<file path="config.mk">
export PLATFORM = sky130hd
export DESIGN_NAME = fifo_push_arbiter_flat
export DESIGN_NICKNAME = d
export VERILOG_FILES = /design/src/rtl/fifo_push_arbiter_if.sv /design/src/rtl/fifo_push_arbiter.sv /design/src/flat_wrapper.sv
export SDC_FILE = /design/constraint.sdc
export NUM_CORES = 1
export LEC_CHECK = 0
export CAP_MARGIN = 20
export CORE_MARGIN = 2
export CORE_UTILIZATION = 35
export CTS_CLUSTER_DIAMETER = 50
export CTS_CLUSTER_SIZE = 28
export DETAILED_ROUTE_END_ITERATION = 8
export HOLD_SLACK_MARGIN = 0.02
export PLACE_DENSITY_LB_ADDON = 0.1
export SYNTH_ARGS = -nofsm -noshare
export SYNTH_HDL_FRONTEND = slang
export SYNTH_SLANG_ARGS = --single-unit
</file>
<file path="constraint.sdc">
create_clock -name clk_i -period 2.5 [get_ports clk_i]
set_input_delay 0.5 -clock clk_i [delete_from_list [all_inputs] [get_ports clk_i]]
set_output_delay 0.5 -clock clk_i [all_outputs]
set_load 0.05 [all_outputs]
</file>
<file path="src/rtl/fifo_push_arbiter_if.sv">
// Push-side bundle between NREQ producers, the arbiter and its FIFO.
// Producers and the FIFO pop copy drive the slave inputs; the arbiter drives the rest.
interface fifo_push_arbiter_if #(
  parameter int WIDTH = 32,
  parameter int DEPTH = 16,
  parameter int NREQ  = 4
);
  localparam int CW = $clog2(DEPTH) + 1;

  logic [NREQ-1:0]       req_i;
  logic [NREQ*WIDTH-1:0] data_i;
  logic [NREQ-1:0]       gnt_o;
  logic                  pop_i;
  logic                  push_o;
  logic [WIDTH-1:0]      data_o;
  logic [CW-1:0]         count_o;
  logic                  full_o;
  logic                  busy_o;

  modport master (
    output req_i, data_i, pop_i,
    input  gnt_o, push_o, data_o, count_o, full_o, busy_o
  );

  modport slave (
    input  req_i, data_i, pop_i,
    output gnt_o, push_o, data_o, count_o, full_o, busy_o
  );
endinterface

</file>
<file path="src/rtl/fifo_push_arbiter.sv">
// Round-robin arbiter sharing one FIFO push port between NREQ producers, with occupancy tracking.
// Define FIFO_ARB_FIXED_PRIO_EN for fixed priority (lowest index wins) instead of round-robin.
module fifo_push_arbiter #(
  parameter int WIDTH = 32,
  parameter int DEPTH = 16,
  parameter int NREQ  = 4
) (
  input  logic                 clk_i,
  input  logic                 rst_i,
  fifo_push_arbiter_if.slave   bus
);
  localparam int CW = $clog2(DEPTH) + 1;
  localparam int PW = (NREQ > 1) ? $clog2(NREQ) : 1;

  typedef enum logic [1:0] {IDLE, GRANT, STALL} state_t;

  state_t           r_state;
  state_t           w_state_next;
  logic [CW-1:0]    r_count;
  logic             r_push;
  logic [WIDTH-1:0] r_data;

  logic             w_room;
  logic             w_found;
  logic             w_grant;
  logic             w_pop_ok;
  logic [PW-1:0]    w_sel;
  logic [WIDTH-1:0] w_word;

`ifndef FIFO_ARB_FIXED_PRIO_EN
  logic [PW-1:0]    r_ptr;
`endif

  // A pop in the same cycle never creates room; only the committed count matters.
  assign w_room   = (r_count < CW'(DEPTH));
  assign w_pop_ok = bus.pop_i && (r_count != '0);

  always_comb begin
    w_found = 1'b0;
    w_sel   = '0;
`ifdef FIFO_ARB_FIXED_PRIO_EN
    for (int i = 0; i < NREQ; i++) begin
      if (!w_found && bus.req_i[i]) begin
        w_found = 1'b1;
        w_sel   = PW'(i);
      end
    end
`else
    for (int i = 0; i < NREQ; i++) begin
      logic [PW:0] idx;
      idx = {1'b0, r_ptr} + (PW+1)'(i);
      if (idx >= (PW+1)'(NREQ)) idx = idx - (PW+1)'(NREQ);
      if (!w_found && bus.req_i[idx[PW-1:0]]) begin
        w_found = 1'b1;
        w_sel   = idx[PW-1:0];
      end
    end
`endif
  end

  // Gated by rst_i so the combinational grant drops together with the async reset.
  assign w_grant   = w_found && w_room && !rst_i;
  assign w_word    = bus.data_i[w_sel*WIDTH +: WIDTH];
  assign bus.gnt_o = w_grant ? (NREQ'(1) << w_sel) : '0;

  always_ff @(posedge clk_i or posedge rst_i) begin
    if (rst_i) begin
      r_push  <= 1'b0;
      r_data  <= '0;
      r_count <= '0;
    end else begin
      r_push <= w_grant;
      if (w_grant) r_data <= w_word;
      if (w_grant && !w_pop_ok)      r_count <= r_count + CW'(1);
      else if (!w_grant && w_pop_ok) r_count <= r_count - CW'(1);
    end
  end

`ifndef FIFO_ARB_FIXED_PRIO_EN
  always_ff @(posedge clk_i or posedge rst_i) begin
    if (rst_i) begin
      r_ptr <= '0;
    end else if (w_grant) begin
      r_ptr <= (w_sel == PW'(NREQ - 1)) ? '0 : w_sel + PW'(1);
    end
  end
`endif

  always_ff @(posedge clk_i or posedge rst_i) begin
    if (rst_i) r_state <= IDLE;
    else       r_state <= w_state_next;
  end

  always_comb begin
    w_state_next = IDLE;
    if (bus.req_i != '0) begin
      w_state_next = w_room ? GRANT : STALL;
    end
  end

  assign bus.push_o  = r_push;
  assign bus.data_o  = r_data;
  assign bus.count_o = r_count;
  assign bus.full_o  = (r_count == CW'(DEPTH));
  assign bus.busy_o  = (r_state != IDLE);
endmodule

</file>
<file path="src/flat_wrapper.sv">
// flat-port wrapper written by rule: the top's interface ports become plain ports
module fifo_push_arbiter_flat 
#(
  parameter int WIDTH = 32,
  parameter int DEPTH = 16,
  parameter int NREQ  = 4
)
  (clk_i, rst_i, bus_req_i, bus_data_i, bus_pop_i, bus_gnt_o, bus_push_o, bus_data_o, bus_count_o, bus_full_o, bus_busy_o);
  fifo_push_arbiter_if #(.WIDTH(WIDTH), .DEPTH(DEPTH), .NREQ(NREQ)) bus_i ();
  input  logic clk_i;
  input  logic rst_i;
  input wire logic [$bits(bus_i.req_i)-1:0] bus_req_i;
  input wire logic [$bits(bus_i.data_i)-1:0] bus_data_i;
  input wire logic [$bits(bus_i.pop_i)-1:0] bus_pop_i;
  output wire logic [$bits(bus_i.gnt_o)-1:0] bus_gnt_o;
  output wire logic [$bits(bus_i.push_o)-1:0] bus_push_o;
  output wire logic [$bits(bus_i.data_o)-1:0] bus_data_o;
  output wire logic [$bits(bus_i.count_o)-1:0] bus_count_o;
  output wire logic [$bits(bus_i.full_o)-1:0] bus_full_o;
  output wire logic [$bits(bus_i.busy_o)-1:0] bus_busy_o;
  assign bus_i.req_i = bus_req_i;
  assign bus_i.data_i = bus_data_i;
  assign bus_i.pop_i = bus_pop_i;
  assign bus_gnt_o = bus_i.gnt_o;
  assign bus_push_o = bus_i.push_o;
  assign bus_data_o = bus_i.data_o;
  assign bus_count_o = bus_i.count_o;
  assign bus_full_o = bus_i.full_o;
  assign bus_busy_o = bus_i.busy_o;
  fifo_push_arbiter #(.WIDTH(WIDTH), .DEPTH(DEPTH), .NREQ(NREQ)) u_core (.clk_i(clk_i), .rst_i(rst_i), .bus(bus_i));
endmodule
</file>
Yosys cells after proc, flatten, opt, wreduce, memory -nomap -nowiden

Cells that the tools add are included.

Output and inout bits: 44
Input port bits: 135
Register bits: 42

Eq/ne operators: 2
Reduce and logical (&&, ||, !) cells: 18
Mux-type cells: 26
Shift operators: 2
Add/subtract/negate cells: 10
$lt $le $gt $ge: 9

Operators with widths:

| kind                  | number |
|---|---|
| $shiftx A128 B8 Y32   | 1 |
| $mux W2               | 11 |
| $lt A2 B3 Y1 const B  | 4 |
| $mux W5               | 2 |
| $ge A3 B3 Y1 const B  | 3 |
| $bmux W1 S2           | 4 |
| $logic_and A1 B1 Y1   | 8 |
| $mux W1               | 8 |
| $sub A2 B1 Y2 const B | 4 |
| $add A2 B2 Y3 const B | 2 |
| $logic_not A1 Y1      | 6 |
| $add A5 B1 Y5 const B | 1 |
| $eq A5 B5 Y1 const B  | 1 |
| $lt A5 B5 Y1 const B  | 1 |
| $reduce_bool A5 Y1    | 1 |
| $sub A5 B1 Y5 const B | 1 |
| $mux W4               | 1 |
| $reduce_bool A2 Y1    | 2 |
| $reduce_bool A4 Y1    | 1 |
| $shl A1 B2 Y4 const A | 1 |
| $add A2 B1 Y3 const B | 1 |
| $ge A2 B3 Y1 const B  | 1 |
| $add A2 B1 Y2 const B | 1 |
| $eq A2 B2 Y1 const B  | 1 |

Depth between registers and ports, before layout

Gate-level depths: netlist (run 1).

Depth after elaboration: 20
Gate-level depth with buffers: 12
Depth with buffers taken out: 12

Least setup slack after synthesis (run 1)

No wires, ideal clock.

Kind: input -> register
Start point: in rst_i
End point: reg u_core.r_count[4], in the netlist u_core.bus.count_o[4]
Stages: 11
Setup slack: -0.785 ns
Data arrival time: 3.161 ns
Setup time: 0.124 ns
Path buffers: 0
Required time: 2.376 ns
Cells stage by stage: inv_1 nand2_2 inv_2 ha_1 inv_1 fa_1 a21o_1 a21oi_1 xnor2_1 nor2_1 xnor2_1

Longest elaborated chain between the ends: 5
Elaborated cells on any way between the ends: 7
Classes of those cells: 1 x mux; 6 x reduce/logical

RTL lines:

| what                                | RTL line                | RTL |
|---|---|---|
| start, declared                     | flat_wrapper.sv:11      | `input logic rst_i;` |
| $logic_not A1 Y1 *                  | fifo_push_arbiter.sv:62 | `assign w_grant = w_found && w_room && !rst_i;` |
| $logic_and A1 B1 Y1 *               | fifo_push_arbiter.sv:62 |  |
| net u_core.w_grant                  | fifo_push_arbiter.sv:25 | `logic w_grant;` |
| $logic_not A1 Y1                    | fifo_push_arbiter.sv:75 | `else if (!w_grant && w_pop_ok) r_count <= r_count - CW'(1);` |
| $logic_and A1 B1 Y1                 | fifo_push_arbiter.sv:75 |  |
| $reduce_bool A2 Y1 (no source line) | n/a                     |  |
| end signal, assigned                | fifo_push_arbiter.sv:74 | `if (w_grant && !w_pop_ok) r_count <= r_count + CW'(1);` |
| end signal, assigned                | fifo_push_arbiter.sv:75 |  |
| end, declared                       | fifo_push_arbiter.sv:19 | `logic [CW-1:0] r_count;` |

The timed path passes the listed nets; every way through them passes the cells marked *.
A chain may end at the register's enable or synchronous reset.

Worst setup path in the final report (run 1)

Start point: reg u_core.r_count[1], in the netlist u_core.bus.count_o[1]
End point: reg u_core.r_count[4], in the netlist u_core.bus.count_o[4]

Longest elaborated chain between the ends: 6
Elaborated cells on any way between the ends: 14
Classes of those cells: 2 x add/sub; 1 x order compare; 2 x mux; 9 x reduce/logical

RTL lines:

| what                                | RTL line                | RTL |
|---|---|---|
| $lt A5 B5 Y1                        | fifo_push_arbiter.sv:35 | `assign w_room = (r_count < CW'(DEPTH));` |
| $logic_and A1 B1 Y1 (2 in a row)    | fifo_push_arbiter.sv:62 |  |
| $logic_not A1 Y1                    | fifo_push_arbiter.sv:75 |  |
| $logic_and A1 B1 Y1                 | fifo_push_arbiter.sv:75 |  |
| $reduce_bool A2 Y1 (no source line) | n/a                     |  |

Several ways; a longest one is shown, not always the timed one. The select of a mux whose other input is x is not followed.

==> impl_metrics.tcl, run 1 <==
set metrics [dict create \
    status "finished, final reports clean" \
    grt_use_total_pct 23.4 \
    area_delta_synth_final_pct 77.3 \
    slew_headroom_pct 62.4 \
    whs_path_depth 2 \
    die_width_um 97.3 \
    tns_ns 0 \
    cts_root_buf "clkbuf_8" \
    whs_endpoint "u_core.bus.data_o[2]$_DFFE_PP0P_" \
    synth_nets 444 \
    r2r_slack_ns 0.1 \
    vias 3345 \
    p_per_area_mw_per_mm2 1100 \
    antenna_left 0 \
    min_from "u_core.bus.data_o[2]$_DFFE_PP0P_" \
    diodes 0 \
    hold_viol 0 \
    grt_pass1_vias 3619 \
    clock_sinks 42 \
    grt_max_degree 43 \
    num_rows 34 \
    drv_slew 0 \
    worst_slack_ns 0.0953 \
    async_flop_share_pct 100 \
    cp-end-kind "flop" \
    syn_inst 300 \
    period_share_pct 96.2 \
    synth_top_area_share_pct 34.5 \
    grt_pass1_wl_mm 18.1 \
    numPlacedInstances 586 \
    nets 635 \
    yosys.area.top_type "dfrtp_1" \
    die_area_mm2 0.00947 \
    ir_drop_mv 0.449 \
    clk_path_buf_depth 2 \
    tightest_slew_ns 0.564 \
    ys_types 38 \
    finClkSkew_ns 0.00743 \
    path_class "reg -> reg" \
    max_freq_mhz 416 \
    h-tree-depth 2 \
    timing.rr.start "u_core.bus.count_o[1]$_DFFE_PP0P_" \
    netlist_area_mm2 0.00305 \
    cts_buffers 5 \
    avgSynthCellArea_um2 10.2 \
    gp_congestion 0.819 \
    ys.flop_type "dfrtp_1" \
    dpl_worst_slack_ns -0.320 \
    r2r_cells 10 \
    cap_viol_max_count 0 \
    grt_overflow 0 \
    drtIter0Drc 99 \
    hold_class "reg -> reg" \
    core_area_mm2 0.00859 \
    whs_ns 0.507 \
    critPathArrivalTime_ns 2.59 \
    layoutNonFillerInstCount 600 \
    routed_wl_mm 10.9 \
    io_buffers 178 \
    cts.clk_slew.worst_paths_ns 0.09 \
    insertion_delay_ns 0.29 \
    die_h_um 97.3 \
    ys_ff_latch 42 \
    drive_above_1_share_pct 22.8 \
    synth.yosys.seq_area_share_pct 34.5 \
    synth_edf_count 0 \
    leakagePower_nw 2.23 \
    tritoncts "yes" \
    drt-pass1-iter-count 4 \
    crit_fanout 4 \
    period_needed_ns 2.40 \
    rsz0062_at_grt "true" \
    setup_viol 0 \
    dp_hpwl_mm 7.79 \
    crit_path_start_kind "flop" \
    yosysWarnings 0 \
    wl_per_cell_um 18.2 \
    drcViolationCount 0 \
    r2r_end "u_core.bus.count_o[4]$_DFFE_PP0P_" \
    vias_per_cell 5.58 \
    ios 179 \
    antenna_found_initial 0 \
    required_ns 2.68 \
    start_util_pct 35.5 \
    synth.area.top_cells "dfrtp_1 (34%), mux2_4 (13%), a221o_1 (10%)" \
]
-- repair_timing --
item | in CTS | in global routing
setup endpoints to repair | 6 | 1
hold buffers | 0 | 0
setup buffers | 5 | 1
resized for setup | 19 | 0
pin swaps | 8 | 7
hold endpoints to repair | 0 | 0
-- flip-flops by register name, summed over array words and instances, names as in the netlist --
signal	flops
u_core.r_state	2
u_core.r_ptr	2
u_core.bus.push_o	1
u_core.bus.data_o	32
u_core.bus.count_o	5
-- through the flow --
| stage | cell area (µm²) | total power [mW] | util, % |
|---|---|---|---|
| after floorplan | 3090 | 3.87 | - |
| after global placement | 5200 | 5.28 | 60.5 |
| after detailed placement | 5200 | 5.34 | 60.5 |
| after CTS | 5400 | 5.99 | 62.8 |
| after global routing | 5400 | 6.32 | 62.9 |
| final | 5400 | 5.95 | 62.9 |
-- synthesized netlist by cell type, types with 2 or more instances --
cell / number
inv_1: 4
o21ai_2: 2
mux2_2: 5
xnor2_1: 4
a221o_1: 31
ha_1: 8
buf_2: 3
a21o_1: 3
o31ai_1: 33
dfrtp_1: 42
buf_6: 4
a21oi_1: 35
and2_1: 4
o21ai_0: 3
nand2b_1: 2
clkbuf_1: 24
mux2_4: 27
nand4_1: 32
nor2_1: 11
nand2_1: 5
-- power by group --
group          switching, mW  leakage [nW]  internal [mW]
logic                   2.37          1.66           1.84
registers              0.200         0.517           1.01
clock network          0.246        0.0579          0.295
-- critical path, stage by stage (launching register included) --
cell     delay, ns
dfrtp_2       0.41
or4_4         0.55
o21ai_4       0.17
ha_4          0.17
inv_4         0.05
fa_2          0.34
a21o_1        0.17
a21oi_2       0.14
xnor2_1       0.12
nor2_1        0.06
xnor2_1       0.12
-- per-layer routing --
layer	vias up	routed length, µm	global-route usage [%]	share of wire [%]
li1	1568	-	-	-
met1	1603	4310	28.2	39
met2	152	5700	42.6	52
met3	22	693	4.24	6.3
met4	0	231	6.41	2.1
met5	-	0	0	0
-- layout by cell type (no fill, tap or decap), types with 8 or more instances in the layout --
cell type	n
clkdlybuf4s50_1	169
dfrtp_1	39
o31ai_1	33
a21oi_1	33
buf_4	33
nand4_1	32
a221o_1	31
mux2_4	27
nor2_1	8
buf_12	8
-- cell type report --
type	count	area, µm²
inverters	6	36.3
fillers	709	3190
flip-flops and latches	42	1050
clock buffers	5	68.8
repair buffers	216	2160
multi-input cells	220	1910
clock inverters	3	40.0
well taps	108	135
-- cell families after synthesis --
group,synth area share [%]
flops,34.5
simple gates,11.9
compound gates,26.9
xor+xnor,1.44
mux,15.5
buf+inv,5.87
fa+ha+maj,3.94
-- how the worst max path moves through the flow --
| stage | start | to | cells after the start |
|---|---|---|---|
| global route | u_core.bus.count_o[1]$_DFFE_PP0P_ | u_core.bus.count_o[4]$_DFFE_PP0P_ | 10 |
| CTS | u_core.bus.count_o[0]$_DFFE_PP0P_ | u_core.bus.count_o[4]$_DFFE_PP0P_ | 10 |
| detailed placement | bus_req_i[0] | u_core.bus.count_o[3]$_DFFE_PP0P_ | 12 |
| floorplan | rst_i | u_core.bus.count_o[4]$_DFFE_PP0P_ | 11 |
| global placement | bus_req_i[2] | u_core.bus.count_o[4]$_DFFE_PP0P_ | 13 |
| finish | u_core.bus.count_o[1]$_DFFE_PP0P_ | u_core.bus.count_o[4]$_DFFE_PP0P_ | 10 |
No activity file was read; power rests on OpenSTA's default activity.
==> run 2, diff against run 1 <==
--- a/config.mk
+++ b/config.mk
@@ -13,6 +13,7 @@
 export DETAILED_ROUTE_END_ITERATION = 8
 export HOLD_SLACK_MARGIN = 0.02
 export PLACE_DENSITY_LB_ADDON = 0.1
+export SETUP_SLACK_MARGIN = 0.02
 export SYNTH_ARGS = -nofsm -noshare
 export SYNTH_HDL_FRONTEND = slang
 export SYNTH_SLANG_ARGS = --single-unit
==> run 2 against run 1 <==
  * First-iteration DRC count is 5.1% higher
  * Power hardly changed
  * Clock skew hardly changed
  * Utilization stayed put
  * Non-clock buffer count stayed put
  * Worst setup slack hardly changed
  * Sequential power hardly changed
  * Hold slack hardly changed
  * Via count is 0.66% lower
  * Die area stayed put
  * Clock power hardly changed
  * Register-to-register slack hardly changed
  * Critical endpoint unchanged
  * Largest power group unchanged
==> impl_metrics.tcl, run 2 (synthesized netlist as in run 1, its figures left out) <==
set metrics [dict create \
    status "finished, final reports clean" \
    crit_path_frequent_cell "xnor2_1" \
    drcViolationCount 0 \
    area_delta_synth_final_pct 77.3 \
    grt_use_total_pct 23.4 \
    hold_viol 0 \
    wl_per_cell_um 18.2 \
    setup_viol 0 \
    num_rows 34 \
    required_ns 2.68 \
    highest_layer "met4" \
    leakagePower_nw 2.23 \
    drt-met1-wl_mm 4.32 \
    drive_above_1_share_pct 22.8 \
    grt_max_degree 43 \
    slew_headroom_pct 62.4 \
    ios 179 \
    io_buffers 178 \
    clk_path_buf_depth 2 \
    r2r_slack_ns 0.1 \
    routed_wl_mm 10.9 \
    antenna_found_initial 0 \
    cts_buffers 5 \
    route.met3.wl_um 656 \
    critPathArrivalTime_ns 2.59 \
    core_area_mm2 0.00859 \
    layout.area.seq_mm2 0.00105 \
    gp_congestion 0.819 \
    final_common_cell "clkdlybuf4s50_1" \
    min_from "u_core.bus.data_o[2]$_DFFE_PP0P_" \
    drv_slew 0 \
    die_h_um 97.3 \
    ir_drop_mv 0.449 \
    die_width_um 97.3 \
    tritoncts "yes" \
    p_per_area_mw_per_mm2 1100 \
    h-tree-depth 2 \
    cts_root_buf "clkbuf_8" \
    max_freq_mhz 416 \
    nets 635 \
    drt-pass1-iter-count 4 \
    cp_cell_sequence "or4_4, o21ai_4, ha_4, inv_4, fa_2, a21o_1, a21oi_2, xnor2_1, nor2_1, xnor2_1" \
    vias_per_cell 5.54 \
    crit_fanout 4 \
    n_fill_cell 709 \
    start_util_pct 35.5 \
    path_class "reg -> reg" \
    diodes 0 \
    worst_slack_ns 0.0954 \
    period_needed_ns 2.40 \
    grt_pass1_wl_mm 18.1 \
    cp-end-kind "flop" \
    grt_pass1_vias 3619 \
    met2_wirelength_mm 5.70 \
    vias 3323 \
    whs_ns 0.507 \
    largest_register_ffs 32 \
    layout_common_cells "clkdlybuf4s50_1 (169), dfrtp_1 (39), o31ai_1 (33), a21oi_1 (33), buf_4 (33)" \
    dpl_worst_slack_ns -0.320 \
    cts.clk_slew.worst_paths_ns 0.09 \
    clock_sinks 42 \
    crit_start "u_core.bus.count_o[1]$_DFFE_PP0P_" \
    final_util_pct 62.9 \
    rsz0062_at_grt "true" \
    period_share_pct 96.2 \
    finClkSkew_ns 0.00729 \
    hold_class "reg -> reg" \
    insertion_delay_ns 0.29 \
    cap_viol_max_count 0 \
    slowest_delay_ns 0.55 \
    drtIter0Drc 104 \
    antenna_left 0 \
    cpMaxStageDelayCell "or4_4" \
    grt_overflow 0 \
    tightest_slew_ns 0.564 \
    dp_hpwl_mm 7.79 \
    multiInputGateArea_mm2 0.00191 \
    die_area_mm2 0.00947 \
    timing.rr.start "u_core.bus.count_o[1]$_DFFE_PP0P_" \
    crit_path_start_kind "flop" \
]
==> run 2: critical path: cells and delay by family (launching register included) <==
kind            cells  cell delay, ns
simple gates        2            0.61
xor+xnor            2            0.24
buf+inv             1            0.05
compound gates      3            0.48
fa+ha+maj           2            0.51
flops               1            0.41
==> run 2: per-stage QoR <==
stage | power (mW) | TNS [ns] | instances | instance area, µm²
final | 5.95 | 0 | 600 | 5400
after global routing | 6.32 | -0.0176 | 600 | 5400
after CTS | 5.99 | 0 | 599 | 5400
after detailed placement | 5.34 | -9.08 | 586 | 5200
after global placement | 5.28 | -7.55 | 586 | 5200
after floorplan | 3.87 | -0.352 | 300 | 3090
==> run 2: path summary, 6_finish.rpt <==
| check | end | depth (start not counted) |
|---|---|---|
| worst max-delay path | u_core.bus.count_o[4]$_DFFE_PP0P_ | 10 |
| worst min-delay path | u_core.bus.data_o[2]$_DFFE_PP0P_ | 2 |
| worst max register to register | u_core.bus.count_o[4]$_DFFE_PP0P_ | 10 |
| worst min register to register | u_core.bus.data_o[2]$_DFFE_PP0P_ | 2 |
| max in group asynchronous | u_core.bus.count_o[3]$_DFFE_PP0P_ | 3 |
| min in group asynchronous | u_core.bus.count_o[4]$_DFFE_PP0P_ | 3 |
==> run 2: area by class of cell <==
cell class,instances,share of cell area (%)
flip-flops and latches,42,19.5
clock inverters,3,0.741
clock buffers,5,1.27
well taps,108,2.50
multi-input cells,220,35.4
repair buffers,216,39.9
inverters,6,0.672
==> run 2: what timing repair did <==
action,in CTS,in global routing
buffers inserted,5,1
pin swaps,8,8
hold buffers,0,0
endpoints found under the setup margin,6,2
gates resized for setup,19,0
==> run 2: per-layer routing <==
metal	up-vias	GRT usage, %
met5	-	0
met4	0	6.41
met3	20	4.24
met2	141	42.6
met1	1594	28.2
li1	1568	-
==> run 2: power breakdown <==
group / internal (mW) / total (mW) / leakage (nW) / switching (mW)
Sequential: 1.01 / 1.21 / 0.517 / 0.200
Clock: 0.295 / 0.540 / 0.0579 / 0.246
Combinational: 1.84 / 4.21 / 1.66 / 2.37
==> run 3, diff against run 2 <==
--- a/config.mk
+++ b/config.mk
@@ -5,13 +5,14 @@
 export SDC_FILE = /design/constraint.sdc
 export NUM_CORES = 1
 export LEC_CHECK = 0
+export ABC_AREA = 1
 export CAP_MARGIN = 20
 export CORE_MARGIN = 2
-export CORE_UTILIZATION = 35
+export CORE_UTILIZATION = 38
 export CTS_CLUSTER_DIAMETER = 50
 export CTS_CLUSTER_SIZE = 28
 export DETAILED_ROUTE_END_ITERATION = 8
-export HOLD_SLACK_MARGIN = 0.02
+export HOLD_SLACK_MARGIN = 0.06
 export PLACE_DENSITY_LB_ADDON = 0.1
 export SETUP_SLACK_MARGIN = 0.02
 export SYNTH_ARGS = -nofsm -noshare
==> run 3 against run 2 <==
  * The flow now finishes with violations (setup timing)
  * Non-clock buffer count is 3 lower
  * Critical path depth is 4 higher
  * Sequential power hardly changed
  * Sequential share of layout area is 2.0 points lower
  * Wire length is 15% higher
  * Utilization is 1.4 points higher
==> impl_metrics.tcl, run 3 <==
set metrics [dict create \
    status "complete, but fails checks" \
    violations "setup timing" \
    cap_viol_max_count 0 \
    yosysWarnings 0 \
    grt_pass1_vias 4357 \
    synth.yosys.seq_area_share_pct 28.5 \
    die_h_um 102 \
    setup_viol 4 \
    die_area_mm2 0.0105 \
    yosys.area_share.xor_xnor_pct 0.476 \
    rsz0062_at_grt "true" \
    synth_compound_area_share_pct 2.38 \
    leakagePower_nw 3.17 \
    dpl_worst_slack_ns -0.449 \
    largest_register_ffs 32 \
    grt_pass1_wl_mm 20.1 \
    io_buffers 178 \
    synth_top_area_share_pct 28.5 \
    period_needed_ns 2.65 \
    routed_wl_mm 12.5 \
    wl_per_cell_um 13.5 \
    ys_types 27 \
    path_class "reg -> out" \
    max_freq_mhz 377 \
    n_fill_cell 854 \
    crit_fanout 5 \
    hold_viol 0 \
    drive_above_1_share_pct 12.4 \
    p_sw_mw 5.10 \
    slowest_delay_ns 0.47 \
    r2r_cells 14 \
    p_seq_share_pct 13.9 \
    r2r_slack_ns 0.07 \
    finClkSkew_ns 0.00476 \
    synthAdderAreaFrac_pct 3.26 \
    crit_path_frequent_cell "nand2_2" \
    power_mw 8.93 \
    power_switching_share_pct 57.1 \
    required_ns 2.00 \
    nets 940 \
    met1_usage_pct 28.9 \
    cpMaxStageDelayCell "dfrtp_2" \
    critPathBufInv 4 \
    synth_top_cells_by_count "nand2_1 (230), inv_1 (116), nand3_1 (103), dfrtp_1 (42), nand3b_1 (32)" \
    synth_top_family_by_area "simple AND/OR/NAND/NOR gates" \
    cts_buffers 5 \
    whs_path_depth 2 \
    cp-end-kind "primary output" \
    start_util_pct 39.5 \
    ir_drop_mv 1.17 \
    gp_congestion 0.857 \
    insertion_delay_ns 0.29 \
    area_delta_synth_final_pct 62.9 \
    cp_cell_sequence "buf_6, nand2_2, nand2_4, nand2_2, nand2_2, nor2_4, nand3_2, nand3_2, nand2_4, inv_4, ha_2, inv_2, nor2_4, buf_12" \
    timing.rr.start "u_core.r_ptr[0]$_DFFE_PP0P_" \
    cts_root_buf "clkbuf_8" \
    whs_endpoint "u_core.bus.data_o[3]$_DFFE_PP0P_" \
    diodes 0 \
    netlist_area_mm2 0.00368 \
    layout_common_cells "nand2_1 (217), clkdlybuf4s50_1 (170), inv_1 (107)" \
    min_from "u_core.bus.data_o[3]$_DFFE_PP0P_" \
    whs_ns 0.481 \
    avgSynthCellArea_um2 6.03 \
    synth_nets 755 \
    cts.clk_slew.worst_paths_ns 0.09 \
    drv_slew 0 \
    period_share_pct 106 \
    clock_sinks 42 \
    drtIter0Drc 168 \
    cts_hold_buf 0 \
    antenna_left 0 \
    grt_max_degree 65 \
    grt_use_total_pct 24.0 \
    path_delay_family "simple AND/OR/NAND/NOR gates" \
    h-tree-depth 2 \
    synth-simple-area-share_pct 47.1 \
    clk_path_buf_depth 2 \
    critPathArrivalTime_ns 2.15 \
    grt-busiest-layer "met2" \
    r2r_end "u_core.bus.data_o[2]$_DFFE_PP0P_" \
    die_width_um 102 \
    yosys-mux-area-fraction_pct 0 \
    grt_overflow 0 \
    final_common_cell "nand2_1" \
    drt-pass1-iter-count 5 \
    p_per_area_mw_per_mm2 1490 \
    num_rows 35 \
    yosys.area.top_type "dfrtp_1" \
    drcViolationCount 0 \
    crit_path_start_kind "flop" \
    hold_class "reg -> reg" \
    vias 4489 \
    async_flop_share_pct 100 \
    ys.flop_type "dfrtp_1" \
    synth_edf_count 0 \
    ys_ff_latch 42 \
    synth.area.top_cells "dfrtp_1 (29%), nand2_1 (23%), nand3_1 (14%)" \
    use_met3_pct 4.86 \
    synth.most_common_cell "nand2_1" \
    tritoncts "yes" \
    slew_headroom_pct 55.2 \
    clkPwrFrac_pct 5.2 \
    dp_hpwl_mm 8.85 \
    ios 179 \
    met2_usage_pct 42.7 \
    worst_slack_ns -0.151 \
    core_area_mm2 0.00933 \
    vias_per_cell 4.85 \
    syn_inst 611 \
    antenna_found_initial 0 \
    p_int_mw 3.83 \
    combPwrFrac_pct 80.9 \
    tightest_slew_ns 0.672 \
]
run 3: power by group through the flow:
stage,Clock [mW],Sequential [mW],Combinational (mW)
2_1_floorplan,0,2.24,4.01
3_5_place_dp,0,1.25,6.71
5_1_grt,0.516,1.29,7.94
4_1_cts,0.481,1.23,7.03
6_report,0.466,1.24,7.23
3_3_place_gp,0,1.24,6.58
run 3: stage by stage:
| stage | cells | area (µm²) | TNS (ns) | util [%] |
|---|---|---|---|---|
| floorplan | 611 | 3760 | -0.554 | - |
| global placement | 905 | 5660 | -8.87 | 60.6 |
| detailed placement | 905 | 5660 | -12.86 | 60.6 |
| CTS | 921 | 5880 | -0.278 | 63.1 |
| global route | 926 | 6000 | -2.35 | 64.3 |
| finish | 926 | 6000 | -0.561 | 64.3 |
run 3: area by class of cell:
type | instances | area, µm² | share of cell area [%]
Clock inverter | 1 | 5.00 | 0.0834
Tap cell | 129 | 161 | 2.69
Inverter | 120 | 474 | 7.90
Multi-Input combinational cell | 414 | 2140 | 35.7
Sequential cell | 42 | 1050 | 17.6
Clock buffer | 7 | 86.3 | 1.44
Timing Repair Buffer | 213 | 2080 | 34.6
run 3: how the worst max path moves through the flow:
stage / startpoint / endpoint / slack (ns) / depth (start not counted)
6_report: u_core.r_ptr[0]$_DFFE_PP0P_ / bus_gnt_o[3] / -0.15 / 14
5_1_grt: u_core.r_ptr[0]$_DFFE_PP0P_ / bus_gnt_o[2] / -0.26 / 14
4_1_cts: u_core.r_ptr[0]$_DFFE_PP0P_ / bus_gnt_o[3] / -0.09 / 14
3_5_place_dp: bus_req_i[2] / u_core.bus.count_o[4]$_DFFE_PP0P_ / -0.45 / 15
3_3_place_gp: bus_req_i[1] / u_core.bus.count_o[4]$_DFFE_PP0P_ / -0.35 / 15
2_1_floorplan: rst_i / u_core.bus.count_o[4]$_DFFE_PP0P_ / -0.27 / 13
run 3: worst min-delay path: cells and delay by family (launching register included):
kind          cells  cell delay (ns)
flops             1             0.35
simple gates      2             0.10
run 3: cells by family (layout without fill, tap and decap cells):
| group | Yosys count | after routing |
|---|---|---|
| buf+inv | 155 | 341 |
| flops | 42 | 42 |
| simple gates | 387 | 387 |
| compound gates | 16 | 16 |
| xor+xnor | 2 | 2 |
| fa+ha+maj | 9 | 9 |
run 3: what timing repair did:
action / in CTS / in global routing
pin swaps: 13 / 6
setup buffers: 8 / 5
resized for setup: 35 / 26
endpoints found under the hold margin: 0 / 0
endpoints found under the setup margin: 38 / 37
run 3: metal layers:
metal	part of all wire (%)	wire, µm	vias up
li1	-	-	2219
met1	41	5070	2078
met2	50	6270	163
met3	7.0	872	29
met4	2.2	278	0
met5	0	0	-
